`config.mk`:
```
export PLATFORM = sky130hd
export DESIGN_NAME = aer_spike_encoder
export DESIGN_NICKNAME = d
export VERILOG_FILES = /design/src/rtl/snn_ff_pkg.sv /design/src/rtl/aer_spike_encoder_sync_fifo.sv /design/src/rtl/aer_spike_encoder.sv
export SDC_FILE = /design/constraint.sdc
export NUM_CORES = 1
export LEC_CHECK = 0
export CAP_MARGIN = 10
export CORE_MARGIN = 2
export CORE_UTILIZATION = 60
export DETAILED_ROUTE_END_ITERATION = 12
export PLACE_DENSITY = 0.76
export SLEW_MARGIN = 20
export SYNTH_ARGS = -nofsm -noshare
export SYNTH_HDL_FRONTEND = slang
export SYNTH_SLANG_ARGS = --single-unit
```
`constraint.sdc`:
```
create_clock -name CLK -period 5.35 [get_ports CLK]
set_input_delay 1.07 -clock CLK [delete_from_list [all_inputs] [get_ports CLK]]
set_output_delay 1.07 -clock CLK [all_outputs]
set_load 0.02 [all_outputs]
```
`src/rtl/snn_ff_pkg.sv`:
```
// Shared definitions for the spiking-network fabric: default widths and the
// AER transmit handshake state encoding.
package snn_ff;

  localparam int AER_WIDTH_DEF      = 12;
  localparam int DROP_CNT_WIDTH_DEF = 8;

  typedef enum logic [1:0] {
    ST_IDLE        = 2'd0,
    ST_REQ_HI      = 2'd1,
    ST_WAIT_ACK_LO = 2'd2
  } aer_state_e;

endpackage

```
`src/rtl/aer_spike_encoder_sync_fifo.sv`:
```
// Circular spike buffer. A push into a full buffer is accepted only when a pop
// frees the head slot on the same edge.
module sync_fifo
  import snn_ff::*;
#(
  parameter int WIDTH = AER_WIDTH_DEF,
  parameter int DEPTH = 16
) (
  input  logic             clk,
  input  logic             srst,
  input  logic             push_i,
  input  logic             pop_i,
  input  logic [WIDTH-1:0] wr_data_i,
  output logic [WIDTH-1:0] rd_data_o,
  output logic             full_o,
  output logic             empty_o
);

  localparam int PTR_W = $clog2(DEPTH);
  localparam logic [PTR_W:0] DEPTH_C = (PTR_W + 1)'(DEPTH);

  logic [WIDTH-1:0] mem_q [DEPTH];
  logic [PTR_W-1:0] wr_ptr_q, wr_ptr_d;
  logic [PTR_W-1:0] rd_ptr_q, rd_ptr_d;
  logic [PTR_W:0]   count_q, count_d;
  logic             push_ok;
  logic             pop_ok;

  assign pop_ok  = pop_i && (count_q != '0);
  assign push_ok = push_i && ((count_q != DEPTH_C) || pop_ok);

  // Power-of-two depth lets the pointers wrap by plain overflow.
  always_comb begin
    wr_ptr_d = wr_ptr_q;
    rd_ptr_d = rd_ptr_q;
    count_d  = count_q;
    if (push_ok) wr_ptr_d = wr_ptr_q + PTR_W'(1);
    if (pop_ok)  rd_ptr_d = rd_ptr_q + PTR_W'(1);
    case ({push_ok, pop_ok})
      2'b10:   count_d = count_q + (PTR_W + 1)'(1);
      2'b01:   count_d = count_q - (PTR_W + 1)'(1);
      default: count_d = count_q;
    endcase
  end

  always_ff @(posedge clk) begin
    if (srst) begin
      wr_ptr_q <= '0;
      rd_ptr_q <= '0;
      count_q  <= '0;
    end else begin
      wr_ptr_q <= wr_ptr_d;
      rd_ptr_q <= rd_ptr_d;
      count_q  <= count_d;
    end
  end

  always_ff @(posedge clk) begin
    if (push_ok) mem_q[wr_ptr_q] <= wr_data_i;
  end

  assign rd_data_o = mem_q[rd_ptr_q];
  assign full_o    = (count_q == DEPTH_C);
  assign empty_o   = (count_q == '0);

endmodule

```
`src/rtl/aer_spike_encoder.sv`:
```
// Buffers neuron spikes and emits them as AER events over a 4-phase REQ/ACK
// link whose ACK is asynchronous to CLK.
module aer_spike_encoder
  import snn_ff::*;
#(
  parameter int AER_WIDTH      = AER_WIDTH_DEF,
  parameter int FIFO_DEPTH     = 16,
  parameter int DROP_CNT_WIDTH = DROP_CNT_WIDTH_DEF
) (
  input  logic                      CLK,
  input  logic                      RST,
  input  logic                      spike_in,
  input  logic [AER_WIDTH-1:0]      spike_addr,
  input  logic                      time_ref_event,
  output logic [AER_WIDTH-1:0]      AEROUT_ADDR,
  output logic                      AEROUT_REQ,
  input  logic                      AEROUT_ACK,
  output logic                      busy,
  output logic                      fifo_full,
  output logic [DROP_CNT_WIDTH-1:0] drop_cnt
);

  aer_state_e                state_q, state_d;
  logic                      ack_meta_q, ack_s_q;
  logic                      req_q, req_d;
  logic [AER_WIDTH-1:0]      addr_q, addr_d;
  logic [DROP_CNT_WIDTH-1:0] drop_q, drop_d;
  logic                      pop;
  logic                      fifo_empty;
  logic                      spike_drop;
  logic [AER_WIDTH-1:0]      fifo_head;

  sync_fifo #(
    .WIDTH (AER_WIDTH),
    .DEPTH (FIFO_DEPTH)
  ) u_fifo (
    .clk       (CLK),
    .srst      (RST),
    .push_i    (spike_in),
    .pop_i     (pop),
    .wr_data_i (spike_addr),
    .rd_data_o (fifo_head),
    .full_o    (fifo_full),
    .empty_o   (fifo_empty)
  );

  assign spike_drop = spike_in && fifo_full && !pop;

  always_ff @(posedge CLK) begin
    if (RST) begin
      ack_meta_q <= 1'b0;
      ack_s_q    <= 1'b0;
      state_q    <= ST_IDLE;
      req_q      <= 1'b0;
      addr_q     <= '0;
      drop_q     <= '0;
    end else begin
      ack_meta_q <= AEROUT_ACK;
      ack_s_q    <= ack_meta_q;
      state_q    <= state_d;
      req_q      <= req_d;
      addr_q     <= addr_d;
      drop_q     <= drop_d;
    end
  end

  always_comb begin
    state_d = state_q;
    case (state_q)
      ST_IDLE:        if (!fifo_empty) state_d = ST_REQ_HI;
      ST_REQ_HI:      if (ack_s_q)     state_d = ST_WAIT_ACK_LO;
      ST_WAIT_ACK_LO: if (!ack_s_q)    state_d = ST_IDLE;
      default:                         state_d = ST_IDLE;
    endcase
  end

  // The address register only loads on a pop, so it stays put for the whole handshake.
  always_comb begin
    pop    = 1'b0;
    req_d  = req_q;
    addr_d = addr_q;
    case (state_q)
      ST_IDLE: begin
        if (!fifo_empty) begin
          pop    = 1'b1;
          addr_d = fifo_head;
          req_d  = 1'b1;
        end
      end
      ST_REQ_HI: if (ack_s_q) req_d = 1'b0;
      default: ;
    endcase
  end

  // Window clear beats a coincident drop; the count saturates instead of wrapping.
  always_comb begin
    drop_d = drop_q;
    if (time_ref_event)
      drop_d = '0;
    else if (spike_drop && (drop_q != '1))
      drop_d = drop_q + DROP_CNT_WIDTH'(1);
  end

  assign AEROUT_ADDR = addr_q;
  assign AEROUT_REQ  = req_q;
  assign drop_cnt    = drop_q;
  assign busy        = !fifo_empty || (state_q != ST_IDLE);

endmodule

```
After elaboration in Yosys (flattened, before gate mapping)
Memory sizes are Yosys's and may differ from the RTL's. A register that Yosys moved wholly into a read port is not among the register bits.
Index checks and enable logic that the tools add are counted.
{ "classes": {"eq_ne": 10, "n_mul": 0, "n_reduce_logical": 19, "shifts": 0, "div_mod_pow": 0, "bitwise_logic": 1, "mux": 12, "order_cmp": 0, "n_addsub": 5} }
{ "op_table": {"columns": ["op", "n"], "rows": [
  ["$pmux 5 s2", 1],
  ["$add 4x1->4 const B", 2],
  ["$add 8x1->8 const B", 1],
  ["$ne 8x8->1 const B", 1],
  ["$mux 1", 6],
  ["$mux 2", 3],
  ["$ne 2x2->1 const B", 3],
  ["$pmux 2 s3", 1],
  ["$reduce_and 3->1", 2],
  ["$reduce_bool 2->1", 3],
  ["$add 5x1->5 const B", 1],
  ["$eq 5x5->1 const B", 1],
  ["$logic_and 1x1->1", 5],
  ["$logic_not 5->1", 1],
  ["$ne 5x5->1 const B", 1],
  ["$reduce_bool 5->1", 1],
  ["$sub 5x1->5 const B", 1],
  ["$eq 2x1->1 const B", 2],
  ["$eq 2x2->1 const B", 2],
  ["$logic_not 1->1", 2],
  ["$logic_not 2->1", 1],
  ["$logic_or 1x1->1", 2],
  ["$pmux 1 s2", 1],
  ["$reduce_and 2->1", 1],
  ["2 further kinds", 2]
]} }
{ "totals": {"latch_bits": 0, "reg_bits": 26, "rom_bits": 0, "n_memories": 1, "in_bits": 17, "wordCells": 56, "mem_bits_rw": 192, "output_inout_bits": 23} }
{ "memory_table": {"columns": ["memory", "words", "width", "rd", "rd_clocked_by_memory_dff", "write_ports", "line_no", "source"], "rows": [
  ["u_fifo.mem_q", 16, 12, 1, 1, 1, "aer_spike_encoder_sync_fifo.sv:22", "logic [WIDTH-1:0] mem_q [DEPTH];"]
]} }

Logic depth before layout (Yosys ltp)
{ "depth": {"word_depth": 8, "ltp_mapped": 12, "mapped_depth_nobuf": 10} }

Cells and area by module
A second synthesis with hierarchy kept.
{ "hier_totals": {"cells_unflattened": 536, "hier_area_um2": 9295.2} }
{ "modules_own_cells": {"columns": ["module", "seq_area_each_um2", "cells_each", "instances", "area_each_um2"], "rows": [
  ["sync_fifo", 6105.9, 416, 1, 8219.1],
  ["aer_spike_encoder", 500.5, 120, 1, 1076.0]
]} }

Worst setup path before layout
Ideal clock, no wire load.
{ "synth_timing": {"kind": "input to register", "from": "in spike_in", "to": "reg u_fifo.count_q[4]", "arrival_time_ns": 3.255, "n_path_buf": 1, "setup_slack_ns": 1.974, "setup_ns": 0.121, "cell_stages": 11, "t_required_ns": 5.229, "path_cell_list": "inv_1 -> a31oi_1 -> inv_1 -> ha_1 -> clkbuf_1 -> xor2_1 -> ha_1 -> o21a_1 -> o21a_1 -> o32ai_1 -> mux2_2"} }
{ "synth_via": {"elab_chain_len": 3} }
{ "synth_rtl": {"columns": ["item", "line_no", "source"], "rows": [
  ["start: declaration", "aer_spike_encoder.sv:12", "input logic spike_in,"],
  ["$logic_and 1x1->1 *", "aer_spike_encoder_sync_fifo.sv:30", "assign push_ok = push_i && ((count_q != DEPTH_C) || pop_ok);"],
  ["$eq 2x1->1 / $eq 2x2->1 (equally long branches)", "aer_spike_encoder_sync_fifo.sv:39", "case ({push_ok, pop_ok})"],
  ["$pmux 5 s2 / $reduce_bool 2->1 (equally long branches)", null, null],
  ["end signal: assignment", "aer_spike_encoder_sync_fifo.sv:54", "count_q <= count_d;"],
  ["end: declaration", "aer_spike_encoder_sync_fifo.sv:25", "logic [PTR_W:0] count_q, count_d;"]
]} }
Every way passes the cells marked *; elsewhere a longest branch is shown, timed or not.
A chain may end at the register's enable or synchronous reset.

Worst setup path after layout
Same ends and word-level chain as after synthesis.

==> flow_metrics.tcl <==
set metrics [dict create \
    register_area_mm2 0.00653 \
    place_inst 757 \
    synth-edff-count 192 \
    area_growth_pct 15.1 \
    peakVddDrop_uv 305 \
    io_buffers 39 \
    initial_utilization_pct 60.9 \
    coreArea_mm2 0.0150 \
    cts_setup_buffers 0 \
    tightest_slew_ns 1.10 \
    synthTopCellsByArea "edfxtp_1 63%, dfxtp_1 8.3%, mux4_2 5.9%" \
    min_path_type "flip-flop to flip-flop" \
    clockRootBuffer "clkbuf_16" \
    grt_usage_pct 23.7 \
    dp_hpwl_um 11500 \
    cts.htree.levels 1 \
    dieArea_mm2 0.0163 \
    async_flop_share_pct 0 \
    numCtsBuffers 24 \
    p_per_area_mw_per_mm2 447 \
    synth_flop_cell "edfxtp_1" \
    synth_area_per_cell_um2 16.4 \
    clk_pin_slew_ns 0.06 \
    io_pins 40 \
    num_vias 5067 \
    synth_commonest_cells "192 x edfxtp_1, 54 x nor2_1, 51 x mux2i_1, 38 x dfxtp_1" \
    overflow 0 \
    dp_slack_ns 0.999 \
    rsz0062_at_grt "false" \
    period_minus_slack_ns 3.91 \
    synth_most_common_cell "edfxtp_1" \
    drt.antenna.violating_nets 0 \
    wire_per_inst_um 23.4 \
    path_cells "clkdlybuf4s50_1 -> inv_1 -> a31oi_1 -> inv_1 -> ha_1 -> xor2_1 -> ha_1 -> o21a_1 -> o21a_1 -> o32ai_1 -> mux2_2" \
    netlist_instances 559 \
    hold_viol 0 \
    slowest_delay_ns 0.58 \
    layout-drive-gt1-share_pct 14.7 \
    fmax_mhz 256 \
    final_cell_count_no_fill 801 \
    p_leak_nw 3.30 \
    fin_worst_skew_ns 0.0144 \
    cts_tree "done" \
    grt_pass1_vias 5060 \
    max_cap_violations 0 \
    drv_slew 0 \
    cts_hold_buf 0 \
    die_x_um 128 \
    drt_iter0_drc 447 \
    seq_area_frac_synth_pct 71.2 \
    fin_ws_ns 1.44 \
    crit_required_ns 5.75 \
    synth_cell_types 55 \
    multi_input_area_mm2 0.00251 \
    worstPathArrival_ns 4.31 \
    drc 0 \
    die_y_um 128 \
    setup_tns_ns 0 \
    rows 45 \
    drt_pre_antenna_iters 4 \
    syn_nets 586 \
    cts_buffer_depth 3 \
    fin_crit_sh_pct 73.1 \
    antenna_cells 0 \
    grt_pass1_wl_um 28600 \
    fin_nets 622 \
    slew_headroom_pct 26.4 \
    synth-seq-cells 230 \
    gp_congestion 0.820 \
    synth_area_mm2 0.00916 \
    critPathKind "input pin to flip-flop" \
    status "completed" \
    antenna_found_initial 0 \
    end_kind "flip-flop" \
    grt_max_degree 45 \
    setup_viol 0 \
    synth_top_cell_by_area "edfxtp_1" \
    path_max_fanout 8 \
    fillers 933 \
    crit_slowest_cell "a31oi_1" \
    cts.sinks 230 \
    yosysTopAreaCellShare_pct 62.9 \
    crit_path_start_kind "input pin" \
    wl_um 18700 \
    cts_resized 0 \
    clock_latency_ns 0.52 \
    synth_warnings 0 \
    viasPerCell 6.33 \
]
==> layout by cell type, fill, tap and decap left out, types with 3 or more instances in the layout <==
cell type / n
xnor2_1: 5
nand3_1: 7
clkinv_2: 3
o21ai_0: 5
nor2_1: 48
o22ai_1: 24
nor3_1: 3
clkbuf_16: 24
clkbuf_1: 6
xor2_1: 6
buf_4: 3
bufinv_16: 3
mux4_2: 24
nand2b_1: 3
dfxtp_1: 36
mux2i_1: 51
a31oi_1: 4
a311oi_1: 13
or4_1: 3
inv_1: 6
nand2_1: 9
edfxtp_1: 192
clkdlybuf4s50_1: 39
a21oi_1: 9
a22oi_1: 12
or2_2: 3
clkinv_1: 4
ha_1: 10
nor2_2: 6
clkbuf_8: 3
==> state kept, by name (all words and copies together) (netlist names), 2 cells and up <==
name and cells:
u_fifo.mem_q 192, AEROUT_ADDR 12, drop_cnt 8, u_fifo.count_q 5
u_fifo.rd_ptr_q 4, u_fifo.wr_ptr_q 4, state_q 2
==> per-layer routing <==
layer / routed length (um) / part of all wire [%] / up-vias / GRT usage [%]
li1: - / - / 2297 / -
met5: 0 / 0 / - / 0
met2: 8920 / 48 / 217 / 38.0
met4: 528 / 2.8 / 0 / 7.50
met3: 1330 / 7.1 / 31 / 3.48
met1: 7960 / 42 / 2522 / 34.1
==> stage by stage <==
| stage | util (%) | hold slack, ns | area, um2 | total power, mW |
|---|---|---|---|---|
| 3_5_place_dp | 64.6 | 0.457 | 9720 | 3.06 |
| 3_3_place_gp | 64.4 | 0.436 | 9680 | 3.03 |
| 4_1_cts | 70.0 | 0.465 | 10500 | 4.72 |
| 6_report | 70.1 | 0.460 | 10500 | 4.71 |
| 5_1_grt | 70.1 | 0.464 | 10500 | 4.90 |
| 2_1_floorplan | - | 0.414 | 9160 | 2.77 |
==> power breakdown <==
group          leakage (nW)  switching [mW]  total, mW  internal, mW
Sequential             2.05          0.0804       2.12          2.04
Combinational         0.854           0.536      0.921         0.385
Clock                 0.395           0.658       1.67          1.02
Total                  3.30            1.27       4.71          3.44
==> area by class of cell <==
| class | instances | area share, % |
|---|---|---|
| Sequential cell | 230 | 61.9 |
| Multi-Input combinational cell | 289 | 23.8 |
| Clock buffer | 33 | 6.30 |
| Timing Repair Buffer | 43 | 4.18 |
| Tap cell | 188 | 2.23 |
| Clock inverter | 11 | 1.34 |
| Inverter | 7 | 0.249 |
==> critical path: cells and delay by family <==
kind / cells / cell delay (ns)
buffers and inverters: 3 / 0.86
adders and majority gates: 2 / 0.58
AOI/OAI and AO/OA: 4 / 1.24
muxes: 1 / 0.39
xor gates and xnor gates: 1 / 0.18
==> worst paths after layout <==
check	endpoint	cells past startpoint	start	slack (ns)
worst max-delay path	u_fifo.count_q[4]$_SDFFE_PP0P_	11	spike_in	1.44
worst min-delay path	ack_s_q$_SDFF_PP0_	1	ack_meta_q$_SDFF_PP0_	0.46
worst max register to register	u_fifo.count_q[4]$_SDFFE_PP0P_	10	state_q[1]$_SDFFE_PP0P_	1.94
worst min register to register	ack_s_q$_SDFF_PP0_	1	ack_meta_q$_SDFF_PP0_	0.46
==> cell families (layout without fill, tap and decap cells) <==
| logic type | after synthesis | after routing | synth area share (%) |
|---|---|---|---|
| DFF | 230 | 230 | 71.2 |
| and+or+nand+nor | 107 | 107 | 6.08 |
| AOI/OAI and AO/OA | 85 | 85 | 6.75 |
| muxes | 76 | 76 | 11.6 |
| buffers and inverters | 40 | 94 | 1.94 |
| xor gates and xnor gates | 11 | 11 | 1.05 |
| adders and majority gates | 10 | 10 | 1.37 |
No activity file was read; power rests on OpenSTA's default activity.
